[config.mk]
export PLATFORM = sky130hd
export DESIGN_NAME = parking_passcode_entry_flat
export DESIGN_NICKNAME = d
export VERILOG_FILES = /design/src/rtl/parking_passcode_entry_if.sv /design/src/rtl/parking_passcode_entry.sv /design/src/flat_wrapper.sv
export SDC_FILE = /design/constraint.sdc
export NUM_CORES = 1
export LEC_CHECK = 0
export ABC_AREA = 1
export CELL_PAD_IN_SITES_DETAIL_PLACEMENT = 0
export CELL_PAD_IN_SITES_GLOBAL_PLACEMENT = 2
export CORE_MARGIN = 10
export CORE_UTILIZATION = 25
export DETAILED_ROUTE_END_ITERATION = 12
export GPL_TIMING_DRIVEN = 0
export MAX_ROUTING_LAYER = met4
export PLACE_DENSITY = 0.7
export SLEW_MARGIN = 20
export SYNTH_ARGS = -nofsm -noshare
export SYNTH_HDL_FRONTEND = slang
export SYNTH_SLANG_ARGS = --single-unit
[constraint.sdc]
create_clock -name clk -period 2.3 [get_ports clk]
set_input_delay 0.23 -clock clk [delete_from_list [all_inputs] [get_ports clk]]
set_output_delay 0.23 -clock clk [all_outputs]
set_load 0.01 [all_outputs]
[src/rtl/parking_passcode_entry_if.sv]
// Keypad / result bundle between the passcode entry block and its user.
//   master: drives start, key_valid, key_digit, key_clear; observes results.
//   slave : the passcode entry block itself.
// Ports: start, key_valid, key_digit[3:0], key_clear (to slave);
//        pass_ok, pass_fail, timeout, locked, busy, digit_count, tries_left (from slave).
interface parking_passcode_entry_if #(
    parameter int DIGITS    = 4,
    parameter int MAX_TRIES = 3
) ();
    logic                               start;
    logic                               key_valid;
    logic [3:0]                         key_digit;
    logic                               key_clear;
    logic                               pass_ok;
    logic                               pass_fail;
    logic                               timeout;
    logic                               locked;
    logic                               busy;
    logic [$clog2(DIGITS+1)-1:0]        digit_count;
    logic [$clog2(MAX_TRIES+1)-1:0]     tries_left;

    modport master (
        output start, key_valid, key_digit, key_clear,
        input  pass_ok, pass_fail, timeout, locked, busy, digit_count, tries_left
    );

    modport slave (
        input  start, key_valid, key_digit, key_clear,
        output pass_ok, pass_fail, timeout, locked, busy, digit_count, tries_left
    );
endinterface

[src/rtl/parking_passcode_entry.sv]
// Keypad passcode collector/checker for the parking gate.
// Opens a session on start, shifts in decimal digits, checks the completed
// code against PASSCODE and pulses pass_ok / pass_fail for one cycle.
// Wrong codes use up tries; running out of tries enters a timed lockout.
// Inactivity in ENTRY abandons the session with a timeout pulse.
// Ports:
//   clk   - rising-edge clock
//   reset - synchronous active-high reset
//   bus   - slave side of parking_passcode_entry_if (keys in, results out)
//
// state   | meaning
// IDLE    | no session; waiting for start
// ENTRY   | collecting digits, inactivity timer running
// CHECK   | one cycle comparing the full code
// LOCKOUT | too many wrong codes; ignore everything for LOCK_CYCLES
module parking_passcode_entry #(
    parameter int                  DIGITS         = 4,
    parameter logic [4*DIGITS-1:0] PASSCODE       = 16'h1234,
    parameter int                  MAX_TRIES      = 3,
    parameter int                  LOCK_CYCLES    = 1000,
    parameter int                  TIMEOUT_CYCLES = 500
) (
    input  logic                      clk,
    input  logic                      reset,
    parking_passcode_entry_if.slave   bus
);
    localparam int BW = 4 * DIGITS;
    localparam int CW = $clog2(DIGITS + 1);
    localparam int TW = $clog2(MAX_TRIES + 1);
    localparam int IW = $clog2(TIMEOUT_CYCLES + 1);
    localparam int LW = $clog2(LOCK_CYCLES + 1);

    typedef enum logic [1:0] {
        IDLE    = 2'd0,
        ENTRY   = 2'd1,
        CHECK   = 2'd2,
        LOCKOUT = 2'd3
    } state_t;

    state_t        state_q, state_d;
    logic [BW-1:0] buf_q, buf_d;
    logic [CW-1:0] cnt_q, cnt_d;
    logic [TW-1:0] tries_q, tries_d;
    logic [IW-1:0] idle_q, idle_d;
    logic [LW-1:0] lock_q, lock_d;
    logic          pass_ok_q, pass_ok_d;
    logic          pass_fail_q, pass_fail_d;
    logic          timeout_q, timeout_d;

    logic          accept;
    logic [BW-1:0] shifted;

    assign accept = bus.key_valid && (bus.key_digit <= 4'd9);

    // With a single digit there is nothing older to keep in the buffer.
    generate
        if (DIGITS == 1) begin : g_shift_one
            assign shifted = bus.key_digit;
        end else begin : g_shift_many
            assign shifted = {buf_q[BW-5:0], bus.key_digit};
        end
    endgenerate

    always_ff @(posedge clk) begin
        if (reset) begin
            state_q     <= IDLE;
            buf_q       <= '0;
            cnt_q       <= '0;
            tries_q     <= TW'(MAX_TRIES);
            idle_q      <= '0;
            lock_q      <= '0;
            pass_ok_q   <= 1'b0;
            pass_fail_q <= 1'b0;
            timeout_q   <= 1'b0;
        end else begin
            state_q     <= state_d;
            buf_q       <= buf_d;
            cnt_q       <= cnt_d;
            tries_q     <= tries_d;
            idle_q      <= idle_d;
            lock_q      <= lock_d;
            pass_ok_q   <= pass_ok_d;
            pass_fail_q <= pass_fail_d;
            timeout_q   <= timeout_d;
        end
    end

    always_comb begin
        state_d     = state_q;
        buf_d       = buf_q;
        cnt_d       = cnt_q;
        tries_d     = tries_q;
        idle_d      = idle_q;
        lock_d      = lock_q;
        pass_ok_d   = 1'b0;
        pass_fail_d = 1'b0;
        timeout_d   = 1'b0;

        case (state_q)
            IDLE: begin
                if (bus.start) begin
                    state_d = ENTRY;
                    buf_d   = '0;
                    cnt_d   = '0;
                    tries_d = TW'(MAX_TRIES);
                    idle_d  = '0;
                end
            end

            ENTRY: begin
                if (bus.key_clear) begin
                    buf_d  = '0;
                    cnt_d  = '0;
                    idle_d = '0;
                end else if (accept) begin
                    buf_d  = shifted;
                    cnt_d  = cnt_q + CW'(1);
                    if (cnt_q == CW'(DIGITS - 1)) begin
                        state_d = CHECK;
                        idle_d  = '0;
                    end else begin
                        idle_d  = '0;
                    end
                end else if (idle_q == IW'(TIMEOUT_CYCLES - 1)) begin
                    // Invalid keys land here too: they never refresh the timer.
                    timeout_d = 1'b1;
                    state_d   = IDLE;
                    idle_d    = '0;
                end else begin
                    idle_d = idle_q + IW'(1);
                end
            end

            CHECK: begin
                if (buf_q == PASSCODE) begin
                    pass_ok_d = 1'b1;
                    state_d   = IDLE;
                end else begin
                    pass_fail_d = 1'b1;
                    if (tries_q > TW'(1)) begin
                        tries_d = tries_q - TW'(1);
                        buf_d   = '0;
                        cnt_d   = '0;
                        idle_d  = '0;
                        state_d = ENTRY;
                    end else begin
                        tries_d = '0;
                        lock_d  = '0;
                        state_d = LOCKOUT;
                    end
                end
            end

            LOCKOUT: begin
                if (lock_q == LW'(LOCK_CYCLES - 1)) begin
                    lock_d  = '0;
                    state_d = IDLE;
                end else begin
                    lock_d = lock_q + LW'(1);
                end
            end

            default: state_d = IDLE;
        endcase
    end

    assign bus.pass_ok     = pass_ok_q;
    assign bus.pass_fail   = pass_fail_q;
    assign bus.timeout     = timeout_q;
    assign bus.locked      = (state_q == LOCKOUT);
    assign bus.busy        = (state_q != IDLE);
    assign bus.digit_count = cnt_q;
    assign bus.tries_left  = tries_q;
endmodule

[src/flat_wrapper.sv]
// flat-port wrapper written by rule: the top's interface ports become plain ports
module parking_passcode_entry_flat 
#(
    parameter int                  DIGITS         = 4,
    parameter logic [4*DIGITS-1:0] PASSCODE       = 16'h1234,
    parameter int                  MAX_TRIES      = 3,
    parameter int                  LOCK_CYCLES    = 1000,
    parameter int                  TIMEOUT_CYCLES = 500
)
  (clk, reset, bus_start, bus_key_valid, bus_key_digit, bus_key_clear, bus_pass_ok, bus_pass_fail, bus_timeout, bus_locked, bus_busy, bus_digit_count, bus_tries_left);
  parking_passcode_entry_if #(.DIGITS(DIGITS), .MAX_TRIES(MAX_TRIES)) bus_i ();
  input  logic clk;
  input  logic reset;
  input wire logic [$bits(bus_i.start)-1:0] bus_start;
  input wire logic [$bits(bus_i.key_valid)-1:0] bus_key_valid;
  input wire logic [$bits(bus_i.key_digit)-1:0] bus_key_digit;
  input wire logic [$bits(bus_i.key_clear)-1:0] bus_key_clear;
  output wire logic [$bits(bus_i.pass_ok)-1:0] bus_pass_ok;
  output wire logic [$bits(bus_i.pass_fail)-1:0] bus_pass_fail;
  output wire logic [$bits(bus_i.timeout)-1:0] bus_timeout;
  output wire logic [$bits(bus_i.locked)-1:0] bus_locked;
  output wire logic [$bits(bus_i.busy)-1:0] bus_busy;
  output wire logic [$bits(bus_i.digit_count)-1:0] bus_digit_count;
  output wire logic [$bits(bus_i.tries_left)-1:0] bus_tries_left;
  assign bus_i.start = bus_start;
  assign bus_i.key_valid = bus_key_valid;
  assign bus_i.key_digit = bus_key_digit;
  assign bus_i.key_clear = bus_key_clear;
  assign bus_pass_ok = bus_i.pass_ok;
  assign bus_pass_fail = bus_i.pass_fail;
  assign bus_timeout = bus_i.timeout;
  assign bus_locked = bus_i.locked;
  assign bus_busy = bus_i.busy;
  assign bus_digit_count = bus_i.digit_count;
  assign bus_tries_left = bus_i.tries_left;
  parking_passcode_entry #(.DIGITS(DIGITS), .PASSCODE(PASSCODE), .MAX_TRIES(MAX_TRIES), .LOCK_CYCLES(LOCK_CYCLES), .TIMEOUT_CYCLES(TIMEOUT_CYCLES)) u_core (.clk(clk), .reset(reset), .bus(bus_i));
endmodule
==> flow_metrics.tcl, run 1 <==
set metrics [dict create \
    status "finished clean" \
    grt_max_degree 16 \
    drt-total-wl_um 6990 \
    slowest_delay_ns 0.64 \
    postCtsResizedCells 0 \
    vias 2344 \
    post-route-period-util_pct 93.1 \
    n_fill_cell 1114 \
    place_hpwl_um 5100 \
    instances_no_fill 528 \
    final_cell_mix "nand2_1 (71), nor2_1 (56), dfxtp_1 (45)" \
    io_buffers 17 \
    cpMaxStageDelayCell "clkdlybuf4s50_1" \
    grtUsageMet3_pct 2.19 \
    cts_sinks 45 \
    yosysWarnings 0 \
    combPwrFrac_pct 15.9 \
    hold_buffers 0 \
    finalMaxSlewViolations 0 \
    grt_setup_unrepaired "no" \
    cts_buffers 5 \
    io_pins 19 \
    grt_pass1_wl_um 11500 \
    crit_path_start_kind "flip-flop" \
    worst_pin_slew_ns 0.800 \
    clock_path_buffers 2 \
    die_area_um2 14500 \
    grt_pass1_vias 2256 \
    seqPwrFrac_pct 47.1 \
    final.min_clock_period_ns 2.14 \
    area_growth_pct 18.0 \
    setup_violations 0 \
    grt_busiest_layer "met2" \
    grtUsageMet2_pct 16.1 \
    routabilityCongestion 0.787 \
    cp.buffers_inverters 3 \
    synth_top_area_share_pct 35.9 \
    avgSynthCellArea_um2 6.79 \
    clk_pin_slew_ns 0.09 \
    antenna_left 0 \
    synth_largest_area_cell "dfxtp_1" \
    avgViaCountPerCell 4.44 \
    ys_types 26 \
    core-area_um2 9770 \
    grt.total_usage_pct 9.99 \
    dp.cells 520 \
    worstPathArrival_ns 1.91 \
    drc 0 \
    h-tree-depth 2 \
    fmax_ghz 0.467 \
    leakage_uw 0.00112 \
    power.density_nw_per_um2 583 \
    synth_fp_nets 383 \
    syn_area_um2 2510 \
    cts_setup_buffers 0 \
    drv_cap 0 \
    ys_seq_elements 45 \
    cts_tree "yes" \
    whs_ns 0.280 \
    switching_share_pct 29.0 \
    p_int_uw 1230 \
    power_uw 1730 \
    tns_ns 0 \
    irDropWorstVdd_mv 0.339 \
    cp_data_required_time_ns 2.07 \
    initial_core_util_pct 25.7 \
    grt_antenna_before_repair 0 \
    crit_path_end_kind "primary output" \
    dpl-instance-area_um2 2850 \
    clockRootBuffer "clkbuf_8" \
    finClkSkew_ns 0.00882 \
    ys_seq_area_share_pct 35.9 \
    power.switching_uw 501 \
    layout.nets 407 \
    cp_cell_sequence "nand2_1 > inv_1 > clkbuf_1 > clkdlybuf4s50_1" \
    drt_iter0_markers 102 \
    overflow 0 \
    path_class "flip-flop to primary output" \
    worst_path_dominant_cell_family "buffers and inverters" \
    die_x_um 120 \
    diodes 0 \
    hold_viol_final 0 \
    synthCells 370 \
    synth.area.top_cells "dfxtp_1 (36%), nand2_1 (11%), nor2_1 (8.4%)" \
    critPathMaxFanout 10 \
    final_area_um2 2960 \
    insertion_delay_ns 0.30 \
    drtPass1Iterations 4 \
    relSlewSlack_pct 46.7 \
    hold_class "primary input to flip-flop" \
    final_common_cell "nand2_1" \
    wire_per_inst_um 13.2 \
    drive_gt1_share_pct 12.9 \
    globalRouteMet1Util_pct 12.6 \
    clockPowerShare_pct 37.0 \
    fp.dieH_um 120 \
    rows 36 \
]
power by group through the flow:
stage | Clock (µW) | Combinational [µW] | Sequential, µW
4_1_cts | 663 | 280 | 814
6_report | 639 | 274 | 814
3_3_place_gp | 0 | 279 | 832
2_1_floorplan | 0 | 185 | 832
3_5_place_dp | 0 | 279 | 832
5_1_grt | 690 | 310 | 817
area by class of cell:
class / instances / area (µm²) / area share [%]
plain buffers: 16 / 92.6 / 3.12
clock buffers: 5 / 68.8 / 2.32
clock inverters: 3 / 46.3 / 1.56
inverters: 45 / 169 / 5.70
multi-input cells: 264 / 1350 / 45.5
flip-flops and latches: 45 / 901 / 30.4
well taps: 133 / 166 / 5.61
repair buffers: 17 / 170 / 5.74
registers in the layout, summed over array words and instances, names as in the netlist:
signal,cells
u_core.bus.pass_ok,1
u_core.idle_q,9
u_core.bus.digit_count,3
u_core.buf_q,16
u_core.bus.timeout,1
u_core.state_q,2
u_core.bus.pass_fail,1
u_core.bus.tries_left,2
u_core.lock_q,10
final timing paths:
kind	start	end	slack, ns	cells after the start
setup / recovery	u_core.state_q[0]	bus_locked	0.16	4
hold / removal	reset	u_core.buf_q[5]	0.28	2
setup reg to reg	u_core.buf_q[4]	u_core.buf_q[12]	0.66	8
hold reg to reg	u_core.buf_q[8]	u_core.buf_q[8]	0.47	2
layer usage:
| metal | wire, µm | part of all wire (%) |
|---|---|---|
| met2 | 3260 | 47 |
| met5 | 0 | 0 |
| met3 | 158 | 2.3 |
| met1 | 3520 | 50 |
| met4 | 49 | 0.70 |
logic make-up after synthesis:
group / share of synthesized area [%]
AND/OR/NAND/NOR: 39.5
buffers and inverters: 10.4
AO/OA/AOI/OAI: 11.9
flip-flops: 35.9
adder cells (fa/ha/maj): 1.99
XOR/XNOR: 0.349
synth_stat cells:
master / instances
nand2_1: 71
nor2_1: 56
dfxtp_1: 45
inv_1: 43
nand3_1: 32
a21oi_1: 27
nand4_1: 20
nand2_2: 15
a21oi_2: 12
clkbuf_1: 8
o21ai_0: 6
buf_2: 5
nand3b_1: 5
nor3_1: 5
ha_1: 4
o21bai_1: 3
buf_6: 2
inv_2: 2
nand3_2: 2
buf_8: 1
nand3_4: 1
nor2_2: 1
nor2_4: 1
nor2_8: 1
o21ai_1: 1
xor2_1: 1
per-stage QoR:
| stage | worst slack, ns | utilization, % |
|---|---|---|
| after floorplan | 0.993 | - |
| after detailed placement | 0.450 | 29.1 |
| after CTS | 0.131 | 30.3 |
| final | 0.159 | 30.3 |
| after global routing | 0.0181 | 30.3 |
| after global placement | 0.451 | 29.1 |
(Power assumes the default switching activity.)
==> run 2: changes to the inputs <==
- PLACE_DENSITY: 0.7 -> unset
- PLACE_DENSITY_LB_ADDON: unset -> 0.1
==> flow_metrics.tcl, run 2 (synthesis results as in run 1) <==
set metrics [dict create \
    worst_pin_slew_ns 0.852 \
    postCtsResizedCells 0 \
    routabilityCongestion 0.767 \
    relSlewSlack_pct 43.2 \
    final.min_clock_period_ns 2.01 \
    insertion_delay_ns 0.30 \
    hold_class "primary input to flip-flop" \
    irDropWorstVdd_mv 0.241 \
    core-area_um2 9770 \
    power.density_nw_per_um2 590 \
    grt_pass1_wl_um 12400 \
    leakage_uw 0.00112 \
    area_growth_pct 17.9 \
    crit_path_start_kind "flip-flop" \
    worstHoldStart "reset" \
    final_common_cell "nand2_1" \
    drive_gt1_share_pct 12.7 \
    cp_cell_sequence "nand2_1 > inv_1 > clkdlybuf4s50_1" \
    rrSetupSlack_ns 0.62 \
    worstPathArrival_ns 1.78 \
    grt_pass1_vias 2448 \
    r2r_end "u_core.idle_q[8]" \
    clockRootBuffer "clkbuf_8" \
    clock_path_buffers 2 \
    tns_ns 0 \
    place_hpwl_um 5330 \
    cts_buffers 5 \
    reg2reg_depth 7 \
    post-route-period-util_pct 87.3 \
    largest_reg_flops 16 \
    antenna_left 0 \
    fin_util_pct 30.3 \
    critPathMaxFanout 11 \
    grt_max_degree 14 \
    io_buffers 17 \
    final_cell_mix "nand2_1 (71), nor2_1 (56), dfxtp_1 (45)" \
    pre_cts_slack_ns 0.421 \
    die_x_um 120 \
    reg_top3 "u_core.buf_q x16, u_core.lock_q x10, u_core.idle_q x9" \
    final_area_um2 2960 \
    clk_pin_slew_ns 0.10 \
    setup_violations 0 \
    cp.buffers_inverters 2 \
    worst_path_dominant_cell_family "buffers and inverters" \
    avgViaCountPerCell 4.59 \
    drc 0 \
    drt-total-wl_um 7380 \
    startpoint "u_core.state_q[0]" \
    hold_path_depth 2 \
    setup_slack_ns 0.293 \
    dpl-instance-area_um2 2850 \
    crit_path_end_kind "primary output" \
    die_area_um2 14500 \
    drv_cap 0 \
    max_flop_register "u_core.buf_q" \
    h-tree-depth 2 \
    slowest_delay_ns 0.62 \
    vias 2417 \
    wire_per_inst_um 14.0 \
    drtPass1Iterations 4 \
    diodes 0 \
    fmax_ghz 0.498 \
    worstHoldEndpoint "u_core.buf_q[5]" \
    layout.nets 406 \
    hold_viol_final 0 \
    overflow 0 \
    cpMaxStageDelayCell "clkdlybuf4s50_1" \
    r2r_start "u_core.idle_q[5]" \
    finalMaxSlewViolations 0 \
    grt_setup_unrepaired "no" \
    cts_tree "yes" \
    cp_data_required_time_ns 2.07 \
    grt.total_usage_pct 10.9 \
    drt_iter0_markers 128 \
    initial_core_util_pct 25.7 \
    path_class "flip-flop to primary output" \
    grt_antenna_before_repair 0 \
    fp.dieH_um 120 \
    io_pins 19 \
    cts_sinks 45 \
    rows 36 \
    finClkSkew_ns 0.00731 \
    status "finished clean" \
]
[run 2: metrics by stage]
step / cells / power [µW] / hold slack [ns]
after detailed placement: 520 / 1110 / 0.462
final: 527 / 1750 / 0.274
after global routing: 527 / 1840 / 0.305
after CTS: 528 / 1780 / 0.259
after global placement: 520 / 1120 / 0.454
after floorplan: 370 / 1020 / 0.369
[run 2: worst reg2reg max path, cell delays in order (launching register included)]
cell	delay [ns]
dfxtp_1	0.42
nand2_1	0.08
nor2_1	0.26
nand2_1	0.21
nand3_1	0.27
inv_1	0.13
nand3b_1	0.11
a21oi_1	0.07
[run 2: worst max path at each step]
stage / end / cells past startpoint
2_1_floorplan: u_core.idle_q[4] / 8
3_3_place_gp: bus_locked / 4
3_5_place_dp: u_core.buf_q[12] / 9
4_1_cts: bus_locked / 4
5_1_grt: bus_locked / 3
6_report: bus_locked / 3
[run 2: power breakdown]
part           total [µW]  switching, µW  leakage, µW  internal, µW
clock                 656            301    0.0000585           355
sequential            813           14.0     0.000364           799
combinational         277            177     0.000702           100
[run 2: routing by layer]
layer / up-vias / share of wire, % / global-route usage [%]
met1: 1136 / 49 / 13.1
met3: 8 / 2.5 / 1.91
li1: 1242 / - / -
met5: - / 0 / -
met2: 31 / 47 / 18.3
met4: 0 / 1.5 / 3.09
[run 2: final cells by class]
type	instances	area, µm²
Fill cell	1129	6810
Clock inverter	1	30.0
Sequential cell	45	901
Inverter	45	169
Buffer	15	88.8
Clock buffer	7	86.3
Tap cell	133	166
Multi-Input combinational cell	264	1350
Timing Repair Buffer	17	170
[run 2: repair_timing]
item | in CTS | in global routing
setup buffers | 0 | 0
setup endpoints to repair | 0 | 1
hold buffers | 0 | 0
